$ cat config.mk
export PLATFORM = sky130hd
export DESIGN_NAME = serial_full_subtractor
export DESIGN_NICKNAME = d
export VERILOG_FILES = /design/src/rtl/serial_full_subtractor.sv
export SDC_FILE = /design/constraint.sdc
export NUM_CORES = 1
export LEC_CHECK = 0
export BUFFER_PORTS_ARGS = -buffer_cell sky130_fd_sc_hd__buf_2
export CAP_MARGIN = 20
export CORE_UTILIZATION = 55
export DETAILED_ROUTE_END_ITERATION = 12
export GPL_TIMING_DRIVEN = 0
export PLACE_DENSITY = 0.83
export REMOVE_ABC_BUFFERS = 1
export SLEW_MARGIN = 40
export SYNTH_ARGS = -nofsm -noshare
export SYNTH_HDL_FRONTEND = slang
export SYNTH_SLANG_ARGS = --single-unit
$ cat constraint.sdc
create_clock -name clk -period 1.8 [get_ports clk]
set_input_delay 0.27 -clock clk [delete_from_list [all_inputs] [get_ports clk]]
set_output_delay 0.27 -clock clk [all_outputs]
set_load 0.03 [all_outputs]
$ cat src/rtl/serial_full_subtractor.sv
// Bit-serial WIDTH-bit subtractor (DIFF = A - B, LSB first) built from two 8-entry truth-table lookups.
// Optional signed-overflow output OVF is enabled by defining SUB_SIGNED_OVF_EN.
module serial_full_subtractor #(
  parameter int unsigned WIDTH    = 8,
  parameter logic [7:0]  DIFF_LUT = 8'h96,
  parameter logic [7:0]  BORR_LUT = 8'h8E
) (
  input  logic             clk,
  input  logic             rst_n,
  input  logic             start,
  input  logic [WIDTH-1:0] A,
  input  logic [WIDTH-1:0] B,
  output logic [WIDTH-1:0] DIFF,
  output logic             Bout,
  output logic             busy,
  output logic             done
`ifdef SUB_SIGNED_OVF_EN
  ,
  output logic             OVF
`endif
);

  localparam int unsigned CW = $clog2(WIDTH);
  localparam logic [CW-1:0] LAST_CNT = CW'(WIDTH - 1);

  typedef enum logic [1:0] {
    IDLE = 2'd0,
    RUN  = 2'd1,
    DONE = 2'd2
  } state_t;

  state_t           state_r;
  state_t           state_nxt_s;
  logic [WIDTH-1:0] a_sh_r;
  logic [WIDTH-1:0] b_sh_r;
  logic [WIDTH-1:0] res_r;
  logic [WIDTH-1:0] res_nxt_s;
  logic             borrow_r;
  logic [CW-1:0]    cnt_r;
  logic             accept_s;
  logic             last_s;
  logic [2:0]       idx_s;
  logic             d_s;
  logic             bnext_s;

  function automatic logic lut_bit(input logic [7:0] lut, input logic [2:0] idx);
    return lut[idx];
  endfunction

  // State register
  always_ff @(posedge clk or negedge rst_n) begin
    if (!rst_n) begin
      state_r <= IDLE;
    end else begin
      state_r <= state_nxt_s;
    end
  end

  // Next-state, control strobes and the per-bit truth-table cell
  always_comb begin
    state_nxt_s = state_r;
    accept_s    = 1'b0;
    last_s      = 1'b0;
    idx_s       = {a_sh_r[0], b_sh_r[0], borrow_r};
    d_s         = lut_bit(DIFF_LUT, idx_s);
    bnext_s     = lut_bit(BORR_LUT, idx_s);
    res_nxt_s   = {d_s, res_r[WIDTH-1:1]};
    case (state_r)
      IDLE: begin
        if (start) begin
          state_nxt_s = RUN;
          accept_s    = 1'b1;
        end else begin
          state_nxt_s = IDLE;
        end
      end
      RUN: begin
        if (cnt_r == LAST_CNT) begin
          state_nxt_s = DONE;
          last_s      = 1'b1;
        end else begin
          state_nxt_s = RUN;
        end
      end
      DONE:    state_nxt_s = IDLE;
      default: state_nxt_s = IDLE;
    endcase
  end

  // Operand shifters, borrow chain and bit counter
  always_ff @(posedge clk or negedge rst_n) begin
    if (!rst_n) begin
      a_sh_r   <= '0;
      b_sh_r   <= '0;
      res_r    <= '0;
      borrow_r <= 1'b0;
      cnt_r    <= '0;
    end else if (accept_s) begin
      a_sh_r   <= A;
      b_sh_r   <= B;
      borrow_r <= 1'b0;
      cnt_r    <= '0;
    end else if (state_r == RUN) begin
      a_sh_r   <= {1'b0, a_sh_r[WIDTH-1:1]};
      b_sh_r   <= {1'b0, b_sh_r[WIDTH-1:1]};
      res_r    <= res_nxt_s;
      borrow_r <= bnext_s;
      cnt_r    <= cnt_r + CW'(1);
    end else begin
      cnt_r <= cnt_r;
    end
  end

  // Published result and status; DIFF/Bout only move on the last bit
  always_ff @(posedge clk or negedge rst_n) begin
    if (!rst_n) begin
      DIFF <= '0;
      Bout <= 1'b0;
      busy <= 1'b0;
      done <= 1'b0;
    end else begin
      busy <= (state_nxt_s == RUN) || (state_nxt_s == DONE);
      done <= last_s;
      if (last_s) begin
        DIFF <= res_nxt_s;
        Bout <= bnext_s;
      end else begin
        DIFF <= DIFF;
        Bout <= Bout;
      end
    end
  end

`ifdef SUB_SIGNED_OVF_EN
  logic a_msb_r;
  logic b_msb_r;

  // Operand sign bits are shifted out, so keep them for the overflow check
  always_ff @(posedge clk or negedge rst_n) begin
    if (!rst_n) begin
      a_msb_r <= 1'b0;
      b_msb_r <= 1'b0;
      OVF     <= 1'b0;
    end else begin
      if (accept_s) begin
        a_msb_r <= A[WIDTH-1];
        b_msb_r <= B[WIDTH-1];
      end else begin
        a_msb_r <= a_msb_r;
        b_msb_r <= b_msb_r;
      end
      if (last_s) begin
        OVF <= (a_msb_r ^ b_msb_r) & (d_s ^ a_msb_r);
      end else begin
        OVF <= OVF;
      end
    end
  end
`endif

endmodule

---- Word-level counts from Yosys, hierarchy flattened ----
Memories as Yosys holds them, arrays and structs flattened.
Index checks and enable logic that the tools add are counted.
operators by class
  reductions and logical operators ........ 4
  $add $sub $neg .......................... 1
  mux-type cells .......................... 17
  equality and inequality tests ........... 4
  magnitude comparators ................... 1
  bitwise gates (word level) .............. 1
operator list
  operator                                                     count
  2-to-1 mux 8 bit                                             4
  2-to-1 mux 1 bit                                             9
  2-to-1 mux 3 bit                                             2
  equality test 2 x 1 -> 1 bit (second input constant)         2
  less-than comparator 3 x 4 -> 1 bit (second input constant)  1
  case mux 2 bit (2 select lines)                              1
  adder 3 x 1 -> 3 bit (second input constant)                 1
  equality test 3 bit (second input constant)                  1
  equality test 2 bit (second input constant)                  1
  logical NOT 2 bit                                            1
  2-to-1 mux 2 bit                                             1
  AND reduction 2 bit                                          1
  nonzero test 2 bit                                           1
  logical OR 1 bit                                             1
  inverter 1 bit                                               1
word-level totals
  word-level logic and storage cells ...... 40
  register bits after elaboration ......... 41
  input port bits ......................... 19
  ROM bits ................................ 16
  output and inout port bits .............. 11
  memories ................................ 2
memories
  name              depth  bits a word  rd ports  clocked after memory_dff  write ports  RTL line  source
  (name not given)  8      1            1         0                         0            47        return lut[idx];
  (name not given)  8      1            1         0                         0            47

---- Depth between registers and ports, before layout ----
  word-level depth ........................ 5
  mapped depth ............................ 6
  gate-level depth less buffers ........... 5

---- Worst setup path before layout ----
OpenSTA, ideal clock, no wires.
  path kind ............................... flip-flop to flip-flop
  from .................................... register cnt_r[0]
  to ...................................... register DIFF[3]
  path buffers ............................ 1
  path slack .............................. 0.365 ns
  required time ........................... 1.672 ns
  stages on the path, launching flop included .. 6
  setup time .............................. 0.128 ns
  period minus slack after synthesis ...... 1.435 ns
  arrival time ............................ 1.307 ns
  path through ............................ dfrtp_1 -> ha_1 -> ha_1 -> nand3b_4 -> buf_6 -> mux2_1
between the ends
  cells in the longest elaborated chain, start to end .. 3
RTL lines
  what                      RTL line  source
  start: declaration        39        logic [CW-1:0] cnt_r;
  start signal: assignment  108       cnt_r <= cnt_r + CW'(1);
  start signal: assignment  110       cnt_r <= cnt_r;
  equality test 3 bit       78        if (cnt_r == LAST_CNT) begin
  2-to-1 mux 1 bit          78
  2-to-1 mux 1 bit          68        case (state_r)
  end signal: assignment    125       DIFF <= res_nxt_s;
  end: declaration          13        output logic [WIDTH-1:0] DIFF,
No other way between the ends.
A chain may end at the register's enable or synchronous reset.

---- Worst setup path in the final report ----
  from .................................... register state_r[1]
  to ...................................... register b_sh_r[0]
between the ends
  cells in the longest elaborated chain, start to end .. 3
  elaborated cells on any way between the ends .. 5
  classes of those cells .................. eq/ne (1); mux (2); reduce/logical (2)
RTL lines
  what                                                    RTL line  source
  start: declaration                                      32        state_t state_r;
  start signal: assignment                                55        state_r <= state_nxt_s;
  logical NOT 2 bit                                       68
  2-to-1 mux 1 bit                                        68
  2-to-1 mux 8 bit or nonzero test 2 bit (tied branches)  -
  end signal: assignment                                  105       b_sh_r <= {1'b0, b_sh_r[WIDTH-1:1]};
  end: declaration                                        35        logic [WIDTH-1:0] b_sh_r;
Parallel ways exist; a longest one is shown, timed or not.

==> impl_metrics.json <==
{
  "start_kind": "register",
  "nets": 216,
  "drtIter0Drc": 24,
  "avgSynthCellArea_sq_um": 10.6,
  "ir_drop_v": 0.000873,
  "mostFrequentLayoutCell": "dfrtp_1",
  "grt_antenna_before_repair": 0,
  "syn_area_sq_mm": 0.00177,
  "reg2reg_slack_ps": 220,
  "diodes": 0,
  "wl_per_cell_um": 13.0,
  "ys_ff_latch": 40,
  "clk_pin_slew_worst_paths_ps": 130,
  "die_h_um": 58.7,
  "cp-end-kind": "register",
  "tns_ps": 0,
  "drc_errors": 0,
  "path_delay_family": "flip-flops",
  "hold_slack_ps": 188,
  "grt_max_degree": 41,
  "ff2ff_path_depth": 4,
  "grt_pass1_vias": 1219,
  "hold_class": "in -> reg",
  "rsz0062_at_grt": "no",
  "power_density_mw_per_mm2": 1860,
  "io_buffers": 29,
  "worstHoldStart": "B[7]",
  "min_period_ps": 1580,
  "core_sq_mm": 0.00305,
  "fin_util": 0.668,
  "fmax_ghz": 0.632,
  "synth_area_leaders": "dfrtp_1 (57%), nor2_1 (6.4%), nand2_1 (5.5%)",
  "cts_setup_buffers": 0,
  "critPathMaxStageDelay_ps": 620,
  "gp_congestion": 0.759,
  "crit_fanout": 33,
  "fin_cells": 238,
  "detail-route-antenna-nets": 0,
  "required_ps": 2070,
  "netlist_instances": 166,
  "layout_worst_path_cycle_share": 0.879,
  "synth.top_cell.area_share": 0.567,
  "cts.sinks": 40,
  "r2r-start": "state_r[1]$_DFF_PN0_",
  "cts_buffer_depth": 2,
  "slowest_stage": "dfrtp_2",
  "initial_core_util": 0.578,
  "io_pins": 30,
  "num_rows": 20,
  "crit_arrival_ps": 1850,
  "vias_per_cell": 5.24,
  "crit_chain": "o21bai_2 > inv_2 > nor2_1 > a211oi_1",
  "fill_cells": 251,
  "synth_warnings": 0,
  "worst-path-stages": 4,
  "hold_violations": 0,
  "status": "finished clean",
  "maxCapViolations": 0,
  "synth.distinct_cells": 27,
  "num_vias": 1247,
  "power_mw": 3.79,
  "drive_gt1_frac": 0.268,
  "final_cell_mix": "dfrtp_1 (38), nor2_1 (30), buf_2 (28), nand2_1 (26), nor3_1 (12)",
  "crit_buf_inv": 1,
  "cts_tree": "yes",
  "place_area_sq_mm": 0.00190,
  "min_to": "b_sh_r[7]$_DFFE_PN0P_",
  "p_leak_nw": 1.01,
  "root_buffer": "clkbuf_4",
  "r2r-end": "b_sh_r[0]$_DFFE_PN0P_",
  "cts_buffers": 5,
  "drv_slew": 0,
  "maxSlewHeadroom": 0.660,
  "final_cell_area_sq_mm": 0.00204,
  "dp.cells": 229,
  "worst_pin_slew_ps": 511,
  "grt_pass1_wl_mm": 5.23,
  "finalClockSkew_ps": 13.1,
  "grt_use_total": 0.211,
  "area.growth.synth_to_final_pct": 15.5,
  "synth_top_cell_by_area": "dfrtp_1",
  "path_class": "reg -> reg",
  "worst_slack_ps": 219,
  "setup_viol": 0,
  "routed_wl_mm": 3.10,
  "clock_latency_ps": 360,
  "die_x_um": 58.7,
  "place_ws_ps": 45.5,
  "grt-ovfl-total": 0,
  "dp_hpwl_mm": 2.03,
  "yosysSeqAreaShare": 0.567,
  "dr.pass1.iters": 4,
  "hold-path-cell-count": 3,
  "h-tree-depth": 2,
  "design.die.area_sq_mm": 0.00344
}
[worst max path at each step]
stage / from / to / slack, ps
finish: state_r[1]$_DFF_PN0_ / b_sh_r[0]$_DFFE_PN0P_ / 220
global placement: state_r[1]$_DFF_PN0_ / b_sh_r[6]$_DFFE_PN0P_ / -20
CTS: state_r[0]$_DFF_PN0_ / a_sh_r[6]$_DFFE_PN0P_ / 20
global route: state_r[1]$_DFF_PN0_ / b_sh_r[0]$_DFFE_PN0P_ / 80
detailed placement: state_r[0]$_DFF_PN0_ / a_sh_r[6]$_DFFE_PN0P_ / 50
floorplan: state_r[1]$_DFF_PN0_ / DIFF[0]$_DFFE_PN0P_ / 240
[flip-flops by register name, summed over array words and instances (netlist names)]
name / cells
borrow_r: 1
res_r: 7
busy: 1
b_sh_r: 8
DIFF: 8
state_r: 2
Bout: 1
done: 1
a_sh_r: 8
cnt_r: 3
[worst min-delay path, stage by stage]
cell      delay [ps]
buf_2             90
nand2b_1          50
o21ai_0           80
[cell type report]
type / instances / area (sq um) / area share
Sequential cell: 40 / 1000 / 0.492
Multi-Input combinational cell: 111 / 677 / 0.332
Timing Repair Buffer: 30 / 158 / 0.0773
Clock inverter: 3 / 90.1 / 0.0442
Tap cell: 44 / 55.1 / 0.0270
Clock buffer: 5 / 37.5 / 0.0184
Inverter: 5 / 18.8 / 0.00920
[kinds of logic (layout without fill, tap and decap cells)]
kind of cell,Yosys count,in the layout,share of synthesized area
AOI/OAI and AO/OA,26,26,0.123
xor gates and xnor gates,1,1,0.00496
adders and majority gates,4,4,0.0283
buffers and inverters,15,43,0.0496
DFF,40,40,0.567
muxes,7,7,0.0446
and+or+nand+nor,73,73,0.183
[Yosys cell counts]
cell type  count
dfrtp_1       40
nor2_1        30
nand2_1       26
nor3_1        12
a211oi_1       6
a211oi_2       6
o21ai_0        5
buf_2          4
ha_1           4
inv_1          4
mux2_1         4
buf_4          3
mux2_2         3
a21oi_1        2
a22o_1         2
buf_6          2
nand2b_1       2
o32ai_1        2
clkbuf_1       1
inv_2          1
nand2b_4       1
nand3b_4       1
nor2b_1        1
o21bai_2       1
o22ai_1        1
o311ai_0       1
xnor2_1        1
[repair_timing]
item                                   4_1_cts  5_1_grt
gates resized for setup                      0        1
endpoints found under the hold margin        0       40
setup endpoints to repair                    0       12
hold buffers                                 0        1
[power breakdown]
group          switching (mW)  leakage, nW  total (mW)  internal, mW
clock                   0.302       0.0654       0.874         0.572
sequential              0.309        0.487        1.61          1.30
combinational           0.760        0.454        1.30         0.544
[metal layers]
layer  wire, um  vias to the layer above  track usage
met4         78                        0        0.102
li1           -                      619            -
met3        129                        8       0.0769
met2       1470                       22        0.343
met1       1430                      598        0.250
met5          0                        -            0
(Power assumes the default switching activity.)
